File: src/rtl/mips_pkg.sv
// Shared definitions for the MIPS-style execution blocks.
// Holds the ALU opcode constants, the default datapath width and the
// state encoding used by the iterative divider.
package mips_pkg;

  localparam int DATA_W_DEF = 32;

  localparam logic [3:0] ALU_ADD  = 4'd0;
  localparam logic [3:0] ALU_SUB  = 4'd1;
  localparam logic [3:0] ALU_AND  = 4'd2;
  localparam logic [3:0] ALU_OR   = 4'd3;
  localparam logic [3:0] ALU_XOR  = 4'd4;
  localparam logic [3:0] ALU_NOR  = 4'd5;
  localparam logic [3:0] ALU_SLT  = 4'd6;
  localparam logic [3:0] ALU_SLTU = 4'd7;
  localparam logic [3:0] ALU_SLL  = 4'd8;
  localparam logic [3:0] ALU_SRL  = 4'd9;
  localparam logic [3:0] ALU_SRA  = 4'd10;
  localparam logic [3:0] ALU_MUL  = 4'd11;
  localparam logic [3:0] ALU_DIV  = 4'd12;

  typedef enum logic [1:0] {
    DIV_IDLE = 2'd0,
    DIV_CALC = 2'd1,
    DIV_DONE = 2'd2
  } divState_t;

endpackage

File: src/rtl/div_step.sv
// One radix-2 restoring division iteration (purely combinational).
//   remIn    : partial remainder, W+1 bits
//   inBit    : next dividend bit shifted into the remainder
//   divisor  : W-bit divisor
//   remOut   : partial remainder after the conditional subtract
//   qBit     : quotient bit produced by this iteration
module div_step #(
  parameter int W = 32
) (
  input  logic [W:0]   remIn,
  input  logic         inBit,
  input  logic [W-1:0] divisor,
  output logic [W:0]   remOut,
  output logic         qBit
);

  logic [W:0] shifted;
  logic [W:0] diff;

  // The shifted remainder is below 2*divisor, so a W+1 bit difference is
  // enough: bit W of the difference is set exactly when it borrowed.
  assign shifted = {remIn[W-1:0], inBit};
  assign diff    = shifted - {1'b0, divisor};
  assign qBit    = ~diff[W];
  assign remOut  = qBit ? diff : shifted;

endmodule

File: src/rtl/div_unit.sv
// Iterative radix-2 restoring divider, one quotient bit per cycle.
// Build option: DIV_SIGNED_EN enables signed division when signedOp=1
// (magnitudes divided, quotient truncated toward zero, remainder takes
// the dividend sign). Without it signedOp is ignored.
// Ports:
//   clk, rst_n        : clock, asynchronous active-low reset
//   start             : request a divide (sampled only in IDLE)
//   flush             : abort an in-flight divide, no done pulse
//   signedOp          : signed-divide select
//   a, b              : dividend, divisor
//   busy              : high in CALC and DONE
//   done              : one-cycle result-valid pulse
//   quotient/remainder: results, held until the next accepted start
//   divByZero         : b was zero; zeroFlag: quotient is zero
module div_unit
  import mips_pkg::*;
#(
  parameter int DATA_W = DATA_W_DEF
) (
  input  logic              clk,
  input  logic              rst_n,
  input  logic              start,
  input  logic              flush,
  input  logic              signedOp,
  input  logic [DATA_W-1:0] a,
  input  logic [DATA_W-1:0] b,
  output logic              busy,
  output logic              done,
  output logic [DATA_W-1:0] quotient,
  output logic [DATA_W-1:0] remainder,
  output logic              divByZero,
  output logic              zeroFlag
);

  localparam int CNT_W = (DATA_W > 1) ? $clog2(DATA_W) : 1;

  divState_t         state, nextState;
  logic [CNT_W-1:0]  cnt;
  logic [DATA_W:0]   remReg;
  logic [DATA_W-1:0] qReg;
  logic [DATA_W-1:0] divisorReg;
  logic              negQ, negR;

  logic              aNeg, bNeg;
  logic [DATA_W-1:0] aMag, bMag;
  logic [DATA_W:0]   stepRem;
  logic              stepQ;
  logic [DATA_W-1:0] qNext, qFinal, rFinal;
  logic              lastStep;
  logic              bZero;

`ifdef DIV_SIGNED_EN
  // Operands are turned into magnitudes at the start edge; the result sign
  // is restored on the DONE entry edge, so latency matches the unsigned case.
  // The most-negative value maps onto itself, which as an unsigned magnitude
  // is correct, so most-negative / -1 falls out as most-negative, rem 0.
  assign aNeg = signedOp & a[DATA_W-1];
  assign bNeg = signedOp & b[DATA_W-1];
  assign aMag = aNeg ? -a : a;
  assign bMag = bNeg ? -b : b;
`else
  logic unusedSignedOp;
  assign unusedSignedOp = signedOp;
  assign aNeg = 1'b0;
  assign bNeg = 1'b0;
  assign aMag = a;
  assign bMag = b;
`endif

  assign bZero = (b == '0);

  // qReg starts as the dividend; each step consumes its MSB and shifts the
  // new quotient bit into the LSB, so it holds the quotient after DATA_W steps.
  div_step #(.W(DATA_W)) uStep (
    .remIn   (remReg),
    .inBit   (qReg[DATA_W-1]),
    .divisor (divisorReg),
    .remOut  (stepRem),
    .qBit    (stepQ)
  );

  assign qNext    = {qReg[DATA_W-2:0], stepQ};
  assign qFinal   = negQ ? -qNext : qNext;
  assign rFinal   = negR ? -stepRem[DATA_W-1:0] : stepRem[DATA_W-1:0];
  assign lastStep = (cnt == CNT_W'(DATA_W-1));

  always_comb begin
    nextState = state;
    busy      = 1'b0;
    done      = 1'b0;
    case (state)
      DIV_IDLE: begin
        if (start) nextState = bZero ? DIV_DONE : DIV_CALC;
      end
      DIV_CALC: begin
        busy = 1'b1;
        if (flush)         nextState = DIV_IDLE;
        else if (lastStep) nextState = DIV_DONE;
      end
      DIV_DONE: begin
        busy      = 1'b1;
        done      = 1'b1;
        nextState = DIV_IDLE;
      end
      default: nextState = DIV_IDLE;
    endcase
  end

  always_ff @(posedge clk or negedge rst_n) begin
    if (!rst_n) begin
      state      <= DIV_IDLE;
      cnt        <= '0;
      remReg     <= '0;
      qReg       <= '0;
      divisorReg <= '0;
      negQ       <= 1'b0;
      negR       <= 1'b0;
      quotient   <= '0;
      remainder  <= '0;
      divByZero  <= 1'b0;
      zeroFlag   <= 1'b1;
    end else begin
      state <= nextState;
      case (state)
        DIV_IDLE: begin
          if (start) begin
            cnt        <= '0;
            remReg     <= '0;
            qReg       <= aMag;
            divisorReg <= bMag;
            negQ       <= aNeg ^ bNeg;
            negR       <= aNeg;
            // Divide by zero skips CALC: results land on this edge.
            if (bZero) begin
              quotient  <= '1;
              remainder <= a;
              divByZero <= 1'b1;
              zeroFlag  <= 1'b0;
            end
          end
        end
        DIV_CALC: begin
          if (!flush) begin
            remReg <= stepRem;
            qReg   <= qNext;
            cnt    <= cnt + 1'b1;
            if (lastStep) begin
              quotient  <= qFinal;
              remainder <= rFinal;
              divByZero <= 1'b0;
              zeroFlag  <= (qFinal == '0);
            end
          end
        end
        default: ;
      endcase
    end
  end

endmodule

File: config.mk
export PLATFORM = sky130hd
export DESIGN_NAME = div_unit
export DESIGN_NICKNAME = d
export VERILOG_FILES = /design/src/rtl/mips_pkg.sv /design/src/rtl/div_step.sv /design/src/rtl/div_unit.sv
export SDC_FILE = /design/constraint.sdc
export NUM_CORES = 1
export LEC_CHECK = 0
export ABC_AREA = 0
export ABC_CLOCK_PERIOD_IN_PS = 8300
export BUFFER_PORTS_ARGS = -buffer_cell sky130_fd_sc_hd__buf_2
export CORE_MARGIN = 1
export CORE_UTILIZATION = 64
export CTS_BUF_LIST = sky130_fd_sc_hd__clkbuf_8
export DETAILED_ROUTE_END_ITERATION = 8
export PLACE_DENSITY = 0.89
export SLEW_MARGIN = 20
export SYNTH_ARGS = -nofsm -noshare
export SYNTH_HDL_FRONTEND = slang
export SYNTH_SLANG_ARGS = --single-unit
File: constraint.sdc
create_clock -name clk -period 8.3 [get_ports clk]
set_input_delay 0 -clock clk [delete_from_list [all_inputs] [get_ports clk]]
set_output_delay 0 -clock clk [all_outputs]
set_load 0.01 [all_outputs]
==> impl_metrics.tcl <==
set metrics [dict create \
    clock_path_buffers 2 \
    drtAntennaViolNets 0 \
    finClkSkew_ns 0.0154 \
    status "complete, no violations" \
    drt_wl_total_um 25400 \
    cts_buffers 17 \
    num_rows 44 \
    portBuffers 135 \
    critPathMaxStageDelay_ns 0.68 \
    grt_pass1_wl_um 39800 \
    clock_latency_ns 0.47 \
    synth_nets 1170 \
    fp.dieArea_um2 15400 \
    p_per_area_nw_per_um2 436 \
    start_kind "flop" \
    wl_per_cell_um 17.9 \
    drc 0 \
    synth.area.top_cells "dfrtp_1, nand2_1, o21ai_0" \
    ff_latch_area_um2 4230 \
    place_ws_ns 4.43 \
    die_h_um 124 \
    place_area_um2 10300 \
    fin_crit_ns 3.94 \
    path_max_fanout 76 \
    synth_seq_cells 169 \
    cts_setup_buffers 0 \
    path_clk_slew_ns 0.09 \
    maxSlewHeadroom_pct 38.0 \
    routabilityCongestion 0.936 \
    setup_ws_ns 4.36 \
    cts_tree "built" \
    setup_violations 0 \
    finalHoldViolations 0 \
    ys_seq_area_share_pct 44.3 \
    report.final.slew_viol_count 0 \
    final_util_pct 78.1 \
    leakagePower_nw 5.27 \
    yosysWarningCount 0 \
    drtIter0Drc 886 \
    fp.coreArea_um2 14500 \
    synth.most_common_cell "nand2_1" \
    hold_class "input pin to flop" \
    ir_drop_v 0.000176 \
    cp.required_ns 8.66 \
    via_count 8737 \
    grt_usage_pct 33.8 \
    netlist.area_leader.share_pct 44.0 \
    holdWs_ns 0.0142 \
    multiInputGateArea_um2 4910 \
    area_delta_synth_final_pct 18.8 \
    start_util_pct 65.8 \
    gr-total-overflow 0 \
    ys_types 71 \
    async_reset_ff_share_pct 100 \
    final_area_um2 11400 \
    cpMostUsedCell "buf_4" \
    synth.largest_area_cell "dfrtp_1" \
    synth_area_um2 9560 \
    clock_sinks 169 \
    cp_top_family "compound AO/OA/AOI/OAI gates" \
    max_freq_ghz 0.254 \
    synth_edf_count 0 \
    drive_above_1_share_pct 18.9 \
    grt_pass1_vias 8148 \
    rsz0062_at_grt "false" \
    ios 137 \
    antenna_cells 0 \
    drt_first_pass_iters 5 \
    htreeDepth 4 \
    worst-path-buf-inv 3 \
    crit_chain "inv_1 -> ha_2 -> buf_4 -> nor2_1 -> a211oi_4 -> o21ai_0 -> a21oi_4 -> buf_4 -> nand2_1 -> o22a_1" \
    synth_flop_cell "dfrtp_1" \
    cp-end-kind "flop" \
    die_width_um 124 \
    hpwlAfterDp_um 16800 \
    cts_root_buffer "clkbuf_8" \
    via_per_inst 6.15 \
    syn_inst 1063 \
    antenna_found_initial 0 \
    drv_cap 0 \
    grt_max_degree 107 \
    nNetsFinal 1330 \
    final.setup.tns_ns 0 \
    post-route-period-util_pct 47.5 \
    cpMaxStageDelayCell "buf_4" \
    cp_data_arrival_time_ns 4.30 \
    synth_common_cells "nand2_1, dfrtp_1, o21ai_0, nor2_1, a21oi_1" \
    critPathKind "flop to flop" \
    fill_cells 1014 \
    syn_area_per_cell_um2 8.99 \
    tightest_slew_ns 0.930 \
]
worst paths after layout:
path                       slack, ns  cells after the start        endpoint        start
setup / recovery                4.36                     10     quotient[0]     state[1]
hold / removal                  0.01                      4         qReg[7]         a[7]
setup reg to reg                4.36                     10     quotient[0]     state[1]
hold reg to reg                 0.47                      2     quotient[4]  quotient[4]
max in group asynchronous       6.77                      3  divisorReg[25]        rst_n
min in group asynchronous       0.19                      2     quotient[5]        rst_n
timing repair:
action / in CTS / in global routing
gates resized for setup: 0 / 0
hold buffers: 65 / 0
setup endpoints to repair: 0 / 0
endpoints found under the hold margin: 197 / 0
report_power, final:
part | internal, mW | switching [mW]
Sequential | 1.22 | 0.318
Combinational | 1.04 | 1.74
Clock | 0.304 | 0.325
Total | 2.57 | 2.38
cells by family (layout without fill, tap and decap cells):
kind of cell,Yosys count,after routing,synth area share (%)
adder cells (fa/ha/maj),38,38,5.05
AO/OA/AOI/OAI,308,308,20.5
flip-flops,169,169,44.3
XOR/XNOR,25,25,2.29
buffers and inverters,111,284,4.70
AND/OR/NAND/NOR,352,352,16.5
multiplexers,60,60,6.72
worst reg2reg max path: stages (launching register included):
cell and delay, ns:
dfrtp_1 0.41, inv_1 0.12, ha_2 0.17, buf_4 0.68, nor2_1 0.25, a211oi_4 0.23, o21ai_0 0.21, a21oi_4 0.64
buf_4 0.51, nand2_1 0.33, o22a_1 0.29
placed cells by master, fill, tap and decap left out, drive strengths merged, types with 6 or more instances in the layout:
master | synthesis | layout
dlygate4sd3 | 0 | 65
o21ai | 116 | 116
and3 | 12 | 12
a41oi | 6 | 6
xnor2 | 17 | 17
a211oi | 9 | 9
nor4 | 19 | 19
inv | 44 | 49
nor2 | 66 | 66
a21oi | 54 | 54
mux2 | 33 | 33
buf | 15 | 143
or3 | 7 | 7
clkbuf | 52 | 17
ha | 37 | 37
dfrtp | 168 | 168
nand4 | 16 | 16
a21o | 26 | 26
nand2 | 186 | 186
mux2i | 27 | 27
nand3 | 21 | 21
nor2b | 6 | 6
xor2 | 8 | 8
a31oi | 48 | 48
o211ai | 13 | 13
metal layers:
layer / global-route usage, % / vias to the layer above / part of all wire [%]
met4: 14.7 / 0 / 2.9
li1: - / 4107 / -
met2: 53.1 / 421 / 46
met1: 46.9 / 4139 / 43
met3: 4.81 / 70 / 7.8
met5: 0 / - / 0
registers in the layout, summed over array words and instances (netlist names):
register	cells
divisorReg	32
qReg	32
quotient	32
remReg	32
remainder	32
cnt	5
state	2
divByZero	1
zeroFlag	1
area by class of cell:
| type | instances | share of cell area [%] |
|---|---|---|
| Multi-Input combinational cell | 783 | 43.3 |
| Sequential cell | 169 | 37.3 |
| Timing Repair Buffer | 208 | 12.3 |
| Clock buffer | 17 | 2.06 |
| Tap cell | 184 | 2.03 |
| Clock inverter | 15 | 1.66 |
| Inverter | 44 | 1.45 |
metrics by stage:
step,power (mW),std cells
2_1_floorplan,3.50,1063
3_3_place_gp,4.11,1323
3_5_place_dp,4.20,1323
4_1_cts,4.87,1420
5_1_grt,5.34,1420
6_report,4.95,1420
(Power assumes the default switching activity.)
